**config.mk**
```make
export PLATFORM = sky130hd
export DESIGN_NAME = seg7_display_arbiter
export DESIGN_NICKNAME = d
export VERILOG_FILES = /design/src/rtl/seg7_pkg.sv /design/src/rtl/seg7_decode.sv /design/src/rtl/seg7_display_arbiter.sv
export SDC_FILE = /design/constraint.sdc
export NUM_CORES = 1
export LEC_CHECK = 0
export CAP_MARGIN = 20
export CORE_MARGIN = 5
export CORE_UTILIZATION = 50
export CTS_BUF_LIST = sky130_fd_sc_hd__clkbuf_4 sky130_fd_sc_hd__clkbuf_8
export DETAILED_ROUTE_END_ITERATION = 10
export PLACE_DENSITY_LB_ADDON = 0.25
export SLEW_MARGIN = 40
export SYNTH_ARGS = -nofsm -noshare
export SYNTH_HDL_FRONTEND = slang
export SYNTH_SLANG_ARGS = --single-unit
```
**constraint.sdc**
```tcl
create_clock -name clk -period 5.7 [get_ports clk]
set_clock_uncertainty 0.15 [all_clocks]
set_input_delay 0.57 -clock clk [delete_from_list [all_inputs] [get_ports clk]]
set_output_delay 0.57 -clock clk [all_outputs]
set_load 0.05 [all_outputs]
```
**src/rtl/seg7_pkg.sv**
```systemverilog
// Shared types and constants for the seven-segment display arbiter.
// Segment codes are active-low: bit 7 is DP, bits 6..0 are g..a.
package seg7_pkg;

    typedef enum logic [1:0] {
        IDLE   = 2'd0,
        SWITCH = 2'd1,
        OWN    = 2'd2
    } state_e;

    localparam int N_DIGITS = 6;

    localparam logic [7:0] SEG_BLANK = 8'hFF;
    localparam logic [7:0] SEG_DASH  = 8'hBF;
    localparam logic [7:0] SEG_0     = 8'hC0;
    localparam logic [7:0] SEG_1     = 8'hF9;
    localparam logic [7:0] SEG_2     = 8'hA4;
    localparam logic [7:0] SEG_3     = 8'hB0;
    localparam logic [7:0] SEG_4     = 8'h99;
    localparam logic [7:0] SEG_5     = 8'h92;
    localparam logic [7:0] SEG_6     = 8'h82;
    localparam logic [7:0] SEG_7     = 8'hF8;
    localparam logic [7:0] SEG_8     = 8'h80;
    localparam logic [7:0] SEG_9     = 8'h98;

endpackage

```
**src/rtl/seg7_decode.sv**
```systemverilog
// Combinational BCD to active-low seven-segment decode; non-BCD values show a dash.
module seg7_decode
    import seg7_pkg::*;
(
    input  logic [3:0] bcd,
    output logic [7:0] seg
);

    always_comb begin
        seg = SEG_DASH;
        case (bcd)
            4'd0: seg = SEG_0;
            4'd1: seg = SEG_1;
            4'd2: seg = SEG_2;
            4'd3: seg = SEG_3;
            4'd4: seg = SEG_4;
            4'd5: seg = SEG_5;
            4'd6: seg = SEG_6;
            4'd7: seg = SEG_7;
            4'd8: seg = SEG_8;
            4'd9: seg = SEG_9;
            default: seg = SEG_DASH;
        endcase
    end

endmodule

```
**src/rtl/seg7_display_arbiter.sv**
```systemverilog
// Fixed-priority owner arbitration with minimum hold, one blank cycle between
// owners, and a free-running 8-position scan of the owner's six BCD digits.
module seg7_display_arbiter
    import seg7_pkg::*;
#(
    parameter int N_REQ     = 4,
    parameter int SCAN_DIV  = 50_000,
    parameter int BLINK_DIV = 25_000_000,
    parameter int HOLD_MIN  = 100_000_000
) (
    input  logic                      clk,
    input  logic                      rst,
    input  logic [N_REQ-1:0]          req,
    input  logic [N_REQ*24-1:0]       data_i,
    input  logic [N_REQ*N_DIGITS-1:0] blink_i,
    output logic [N_REQ-1:0]          grant,
    output logic [7:0]                seg_en,
    output logic [7:0]                seg_out,
    output logic                      busy
);

    localparam int OWNER_W = (N_REQ > 1) ? $clog2(N_REQ) : 1;
    localparam int HOLD_W  = $clog2(HOLD_MIN + 1);
    localparam int DIV_W   = $clog2(SCAN_DIV + 1);
    localparam int BLINK_W = $clog2(BLINK_DIV + 1);

    state_e               state_q, state_d;
    logic [N_REQ-1:0]     grant_q, grant_d;
    logic [OWNER_W-1:0]   owner_q, owner_d;
    logic [HOLD_W-1:0]    hold_q, hold_d;
    logic [DIV_W-1:0]     div_q, div_d;
    logic [2:0]           digit_q, digit_d;
    logic [BLINK_W-1:0]   bcnt_q, bcnt_d;
    logic                 blink_ph_q, blink_ph_d;
    logic [7:0]           seg_en_q, seg_en_d;
    logic [7:0]           seg_out_q, seg_out_d;

    logic [3:0]           nib [N_REQ][N_DIGITS];
    logic [N_DIGITS-1:0]  blink_arr [N_REQ];

    genvar gi, gj;
    generate
        for (gi = 0; gi < N_REQ; gi++) begin : g_req
            assign blink_arr[gi] = blink_i[N_DIGITS*gi +: N_DIGITS];
            for (gj = 0; gj < N_DIGITS; gj++) begin : g_dig
                assign nib[gi][gj] = data_i[24*gi + 4*gj +: 4];
            end
        end
    endgenerate

    logic               tick;
    logic               hold_done;
    logic               any_req;
    logic               higher_req;
    logic [OWNER_W-1:0] pick_idx;
    logic               digit_valid;
    logic [2:0]         digit_idx;
    logic [7:0]         dec_seg;

    assign tick        = (div_q == DIV_W'(SCAN_DIV - 1));
    assign hold_done   = (hold_q >= HOLD_W'(HOLD_MIN - 1));
    assign any_req     = |req;
    assign digit_valid = (digit_q < 3'(N_DIGITS));
    assign digit_idx   = digit_valid ? digit_q : 3'd0;

    seg7_decode u_decode (
        .bcd (nib[owner_q][digit_idx]),
        .seg (dec_seg)
    );

    always_comb begin
        pick_idx   = '0;
        higher_req = 1'b0;
        for (int i = N_REQ - 1; i >= 0; i--) begin
            if (req[i]) pick_idx = OWNER_W'(i);
        end
        for (int i = 0; i < N_REQ; i++) begin
            if ((OWNER_W'(i) < owner_q) && req[i]) higher_req = 1'b1;
        end
    end

    always_comb begin
        state_d = state_q;
        grant_d = grant_q;
        owner_d = owner_q;
        hold_d  = hold_q;
        case (state_q)
            IDLE: begin
                if (any_req) state_d = SWITCH;
            end
            SWITCH: begin
                if (any_req) begin
                    state_d = OWN;
                    owner_d = pick_idx;
                    grant_d = N_REQ'(1) << pick_idx;
                    hold_d  = '0;
                end else begin
                    state_d = IDLE;
                end
            end
            OWN: begin
                hold_d = hold_done ? hold_q : hold_q + HOLD_W'(1);
                // Release wins over preemption when both happen together.
                if (!req[owner_q] || (hold_done && higher_req)) begin
                    state_d = SWITCH;
                    grant_d = '0;
                end
            end
            default: begin
                state_d = IDLE;
                grant_d = '0;
            end
        endcase
    end

    always_comb begin
        div_d      = tick ? '0 : div_q + DIV_W'(1);
        digit_d    = tick ? digit_q + 3'd1 : digit_q;
        bcnt_d     = bcnt_q + BLINK_W'(1);
        blink_ph_d = blink_ph_q;
        if (bcnt_q == BLINK_W'(BLINK_DIV - 1)) begin
            bcnt_d     = '0;
            blink_ph_d = ~blink_ph_q;
        end

        seg_en_d  = seg_en_q;
        seg_out_d = seg_out_q;
        // Blanking tracks the next state so it lands on the entry edge.
        if (state_d != OWN) begin
            seg_en_d  = SEG_BLANK;
            seg_out_d = SEG_BLANK;
        end else if (state_q == OWN && tick) begin
            if (digit_valid) begin
                seg_en_d  = ~(8'd1 << digit_q);
                seg_out_d = (blink_arr[owner_q][digit_idx] && !blink_ph_q) ? SEG_BLANK : dec_seg;
            end else begin
                seg_en_d  = SEG_BLANK;
                seg_out_d = SEG_BLANK;
            end
        end
    end

    always_ff @(posedge clk) begin
        if (!rst) begin
            state_q    <= IDLE;
            grant_q    <= '0;
            owner_q    <= '0;
            hold_q     <= '0;
            div_q      <= '0;
            digit_q    <= 3'd0;
            bcnt_q     <= '0;
            blink_ph_q <= 1'b1;
            seg_en_q   <= SEG_BLANK;
            seg_out_q  <= SEG_BLANK;
        end else begin
            state_q    <= state_d;
            grant_q    <= grant_d;
            owner_q    <= owner_d;
            hold_q     <= hold_d;
            div_q      <= div_d;
            digit_q    <= digit_d;
            bcnt_q     <= bcnt_d;
            blink_ph_q <= blink_ph_d;
            seg_en_q   <= seg_en_d;
            seg_out_q  <= seg_out_d;
        end
    end

    assign grant   = grant_q;
    assign seg_en  = seg_en_q;
    assign seg_out = seg_out_q;
    assign busy    = (state_q != IDLE);

endmodule
```
=== Word level (Yosys, flattened, before mapping) ===
Memory sizes are Yosys's and may differ from the RTL's.
Cells that the tools add are included.

* Register bits: 96
* Memory bits (read-only): 112
* Input port bits: 126
* Output and inout port bits: 21
* Logic and storage cells: 96
* Memories kept: 1

* $add $sub $neg: 4
* Order comparisons: 10
* Equal/unequal tests: 8
* Shift operators: 2
* Mux-type cells: 35
* Bitwise gates (word level): 6
* Reductions and logical operators: 20

{| class="wikitable"
|+ Memories
! name !! words !! bits a word !! rd ports !! clocked after Yosys merged registers in !! wr ports !! RTL line !! source
|-
| (no name shown) || 16 || 7 || 1 || 0 || 0 || seg7_decode.sv:11 || <nowiki>case (bcd)</nowiki>
|}

{| class="wikitable"
|+ Operators by type and width
! cell !! count
|-
| two-way mux 27 bit || 2
|-
| one-hot mux 27 bit (2 select lines) || 1
|-
| binary-select mux 24 bit (select 2 bit) || 1
|-
| two-way mux 24 bit || 2
|-
| adder 27 x 1 -> 27 bit (second input constant) || 1
|-
| greater-or-equal comparator 27 bit (second input constant) || 1
|-
| adder 25 x 1 -> 25 bit (second input constant) || 1
|-
| == test 25 bit (second input constant) || 1
|-
| two-way mux 8 bit || 3
|-
| adder 16 x 1 -> 16 bit (second input constant) || 1
|-
| == test 16 bit (second input constant) || 1
|-
| two-way mux 4 bit || 4
|-
| two-way mux 2 bit || 7
|-
| binary-select mux 4 bit (select 3 bit) || 1
|-
| binary-select mux 6 bit (select 2 bit) || 1
|-
| two-way mux 6 bit || 2
|-
| one-hot mux 4 bit (3 select lines) || 1
|-
| != test 2 bit (second input constant) || 4
|-
| NOT 8 bit || 1
|-
| left shift 1 x 3 -> 8 bit (first input constant) || 1
|-
| logical AND 1 bit || 7
|-
| two-way mux 1 bit || 6
|-
| one-hot mux 2 bit (3 select lines) || 1
|-
| AND reduction 3 bit || 2
|-
| other kinds (24) || 32
|}

=== Longest topological paths before layout ===
* Depth after elaboration: 12
* Gate-level depth with buffers: 13
* Gate-level depth less buffers: 10

=== By module ===
A second synthesis with hierarchy kept.

* Cells, all modules: 637
* Area, all modules: 5,670.4 um2

{| class="wikitable"
|+ Modules (own cells, without submodules)
! module !! instances !! cells an instance !! area each (um2) !! sequential area each (um2)
|-
| seg7_display_arbiter || 1 || 601 || 5,455.2 || 1,901.8
|-
| seg7_decode || 1 || 36 || 215.2 || 0.0
|}

=== Least setup slack after synthesis ===
No wires, ideal clock.

* Path type: flip-flop to flip-flop
* Start: reg owner_q[1]
* End: reg seg_out_q[0], in the netlist seg_out[0]
* Setup time: 0.117 ns
* Arrival: 2.329 ns
* Required time: 5.433 ns
* Slack: 3.103 ns
* Cell stages (with the launch flop): 12
* Buffers on the path: 2
* Period minus slack after synthesis: 2.597 ns
* Cell sequence: dfxtp_1 buf_6 buf_8 mux4_2 nand2_1 a31oi_1 a211oi_2 inv_1 ha_1 mux2_4 nand2_2 a21oi_2

* Cells in the longest elaborated chain, start to end: 12
* Elaborated cells between the ends (all ways): 37
* Those cells by class: order compare: 4; eq/ne: 1; mux: 21; bitwise: 1; reduce/logical: 9; memory: 1

{| class="wikitable"
|+ RTL lines
! item !! RTL line !! source
|-
| start: declaration || seg7_display_arbiter.sv:29 || <nowiki>logic [OWNER_W-1:0] owner_q, owner_d;</nowiki>
|-
| start signal: assignment || seg7_display_arbiter.sv:158 || <nowiki>owner_q <= owner_d;</nowiki>
|-
| parallel branches: the longest is 12 deep, another holds memory (16 x 7 bit) || n/a ||
|-
| end signal: assignment || seg7_display_arbiter.sv:165 || <nowiki>seg_out_q <= seg_out_d;</nowiki>
|-
| end: declaration || seg7_display_arbiter.sv:36 || <nowiki>logic [7:0] seg_out_q, seg_out_d;</nowiki>
|}

Several ways; the timed one is not identified. The select of a mux whose other input is x is not followed.
A chain may end at the register's enable or synchronous reset.

=== Worst setup path after layout ===
* Start: reg owner_q[1]
* End: reg seg_out_q[5], in the netlist seg_out[5]

Same word-level chain as after synthesis.

==> results.md <==
- Antenna violations before repair: 0
- Post-CTS resize count: 0
- Critical Path End: seg_out[5]
- Largest net degree at the start of global routing: 33
- Cell Rows: 38
- Drt total wl: 15800 um
- Initial core utilization: 51.5%
- Clock latency on the worst-skew pair: 0.37 ns
- Inserted Clock Buffers: 9
- Hpwl dp: about 12000 um
- Post-synth cell types: 70
- WP depth: 10
- Clock slew at reported path FFs: around 0.09 ns
- Post-synthesis sequential area ratio: 33.3%
- Startpoint Class: flip-flop
- Placed Cells: 893
- First-pass GRT wire length: roughly 26000 um
- Final hold violations: 0
- Leak: 2.50 nW
- P_sw: 0.000372 W
- Core area: 11000 um2
- Largest stage delay on the critical path: 0.66 ns
- Layout cells sized above 1: a little under a tenth
- Hold WC Path Type: reg2reg
- Period minus WS final: 3.00 ns
- 1st-iter DRT viols: 352
- # IOs: 147
- Max Clk Rate: 334 MHz
- Synth warn: 0
- R2R Path Start: owner_q[1]
- Worst IR Drop VDD: 0.140 mV
- Critical path buffers and inverters: 2
- GR Util met1: 28.4%
- Syn_area_per_cell: 8.94 um2
- Share of flip-flops with an asynchronous set or reset: 0%
- Met2 Resource Use GR: 42.5%
- Tcrit/Tclk final: 52.6%
- Synthesis-to-layout area growth: 30.5%
- DIE WIDTH: 116 um
- Crit end category: flip-flop
- CTS Sinks: 94
- Reg2reg path depth: 10
- Measured slew at the worst slew-check pin: 0.785 ns
- PortBufs: 145
- CTS root buffer: clkbuf_8
- DR vias: 5220
- Residual DRC count: 0
- Family with the most delay on the worst path: flip-flops
- Max Cap Violations: 0
- Finished Layout Cells: 909
- WL per Instance: 17.4 um
- Crit path cell chain: buf_4 -> mux4_2 -> nor3_1 -> o21ai_1 -> o211ai_2 -> inv_1 -> ha_1 -> o21ai_1 -> nand2b_1 -> a21oi_1
- Final hold slack: 0.304 ns
- Top FF cell, synth: dfxtp_1
- Worst reg2reg endpoint: seg_out[5]
- Top post-synthesis cells by count: 96 x nor2_1, 94 x dfxtp_1, 49 x nand2_1
- Top cell type's share of synthesized area: roughly 33%
- TritonCTS clock tree: yes
- Syn_nets: 771
- Gpl congestion: between 0.9 and 1
- GRT Overall Usage: 23.9%
- Die height: about 120 um
- Outcome: finished clean
- Vias in the first global route: 5236
- Relative slew margins: 47.6%
- PwrDens: 195 nW/um2
- Die area: about 14000 um2
- Final slew viol count: 0
- Cts-stage hold buffer count: 0
- Mapped Cells: 632
- Top-count cell post-synth: nor2_1
- Pre-antenna DRT Iters: 5
- Worst path most repeated cell: o21ai_1
- R2R Setup Slk: 2.70 ns
- EDFF count, synth: 0
- Deepest level of the CTS H-tree: 3
- Largest area contributor in the netlist: dfxtp_1
- Post-CTS Setup Bufs: 0
- Final Net Count: 903
- Post-Syn Area: 5650 um2
- Critical path type: reg2reg
- Antenna Diode Count: 0
- Clock tree buffer depth: 2
- Synth Register Bits: 94
- Congestion Overflow GR: 0
- Slowest cell on the critical path: dfxtp_4
- Switching Share: 25.8%
- DRT antenna net count: 0
- Crit path DAT: 3.11 ns
- GRT Max-Usage Layer: met2
- Setup TNS: 0 ns
- Max FO, Critical Path: 32
- Routing usage on met3: 4.77%
- Clock power share: 34.4%
- RSZ-0062 raised after global routing: no
- Beginning of the critical path: owner_q[1]
- Req. time, crit path: 5.81 ns
- Setup-failing EPs final: 0
- Combinational Power Share: between 15 and 20%
- Top post-synthesis cells by area: dfxtp_1 33%, mux4_2 8.8%, nor2_1 6.4%
- Flop pwr share: a little under half
- DR vias/cell: 5.74
- Power Internal: 0.00107 W
-- cells in the final DEF, fill, tap and decap left out, types with 4 or more instances in the layout --
cell and count:
and3_1 9, o21ai_0 22, dfxtp_1 93, xor2_1 28
nor2b_1 5, buf_4 4, a21oi_1 24, or3_1 6
xnor2_1 28, nor4_1 7, nand4_1 12, clkbuf_8 9
nand3_1 39, nand3b_1 4, o211ai_1 4, nand2_1 49
mux2_2 4, mux2i_1 26, nand2b_1 9, clkdlybuf4s50_1 145
nor2_1 96, ha_1 13, nor3_1 15, o21ai_1 5
a31oi_1 6, mux4_2 22, or2_2 5, inv_1 11
-- worst register-to-register path: cells and delay by family (launching register included) --
kind / cells / cell delay, ns
compound gates: 4 / 0.52
fa+ha+maj: 1 / 0.22
buf+inv: 2 / 0.51
flops: 1 / 0.66
mux: 1 / 0.54
simple gates: 2 / 0.29
-- layout make-up --
| class | instances | area, um2 |
|---|---|---|
| clock buffer | 10 | 131 |
| clock inverter | 6 | 93.8 |
| fill | 879 | 3610 |
| inverter | 13 | 48.8 |
| multi-input combinational | 497 | 3560 |
| sequential | 94 | 1890 |
| tap | 140 | 175 |
| timing repair buffer | 149 | 1480 |
-- worst min-delay path by stage --
| stage | start | endpoint | slack (ns) | depth (start not counted) |
|---|---|---|---|---|
| 2_1_floorplan | div_q[0] | div_q[0] | 0.27 | 1 |
| 3_3_place_gp | div_q[0] | div_q[0] | 0.28 | 1 |
| 3_5_place_dp | div_q[0] | div_q[0] | 0.29 | 1 |
| 4_1_cts | div_q[0] | div_q[0] | 0.31 | 1 |
| 5_1_grt | div_q[0] | div_q[0] | 0.33 | 1 |
| 6_report | div_q[0] | div_q[0] | 0.30 | 1 |
-- power groups by stage --
stage / Combinational (W) / Sequential [W] / Clock, W
final: 0.000267 / 0.000679 / 0.000495
after global routing: 0.000288 / 0.000682 / 0.000535
after CTS: 0.000267 / 0.000680 / 0.000505
after detailed placement: 0.000265 / 0.000695 / 0
after global placement: 0.000259 / 0.000693 / 0
after floorplan: 0.000147 / 0.000691 / 0
-- registers in the layout, indices dropped and copies added, names as in the netlist --
register,count
hold_q,27
bcnt_q,25
div_q,16
seg_en,7
seg_out,7
grant,4
digit_q,3
owner_q,2
state_q,2
blink_ph_q,1
-- through the flow --
| stage | utilization (%) | worst slack, ns | cell area (um2) | power [W] |
|---|---|---|---|---|
| floorplan | - | 3.10 | 5650 | 0.000837 |
| global placement | 65.0 | 2.51 | 7140 | 0.000953 |
| detailed placement | 65.1 | 2.41 | 7150 | 0.000960 |
| CTS | 67.1 | 2.42 | 7370 | 0.00145 |
| global route | 67.2 | 2.48 | 7380 | 0.00150 |
| finish | 67.2 | 2.70 | 7380 | 0.00144 |
-- routing by layer --
metal | wire length [um] | share of wire [%] | vias up
met5 | 0 | 0 | -
li1 | - | - | 2540
met1 | 6440 | 41 | 2490
met3 | 983 | 6.2 | 38
met4 | 532 | 3.4 | 0
met2 | 7870 | 50 | 152
-- cells by family after synthesis --
| group | share of synthesized area (%) |
|---|---|
| buf+inv | 3.94 |
| xor+xnor | 8.68 |
| other cells | 0.0663 |
| compound gates | 11.7 |
| fa+ha+maj | 2.88 |
| simple gates | 24.5 |
| mux | 14.9 |
| flops | 33.3 |
No activity file was read; power rests on OpenSTA's default activity.
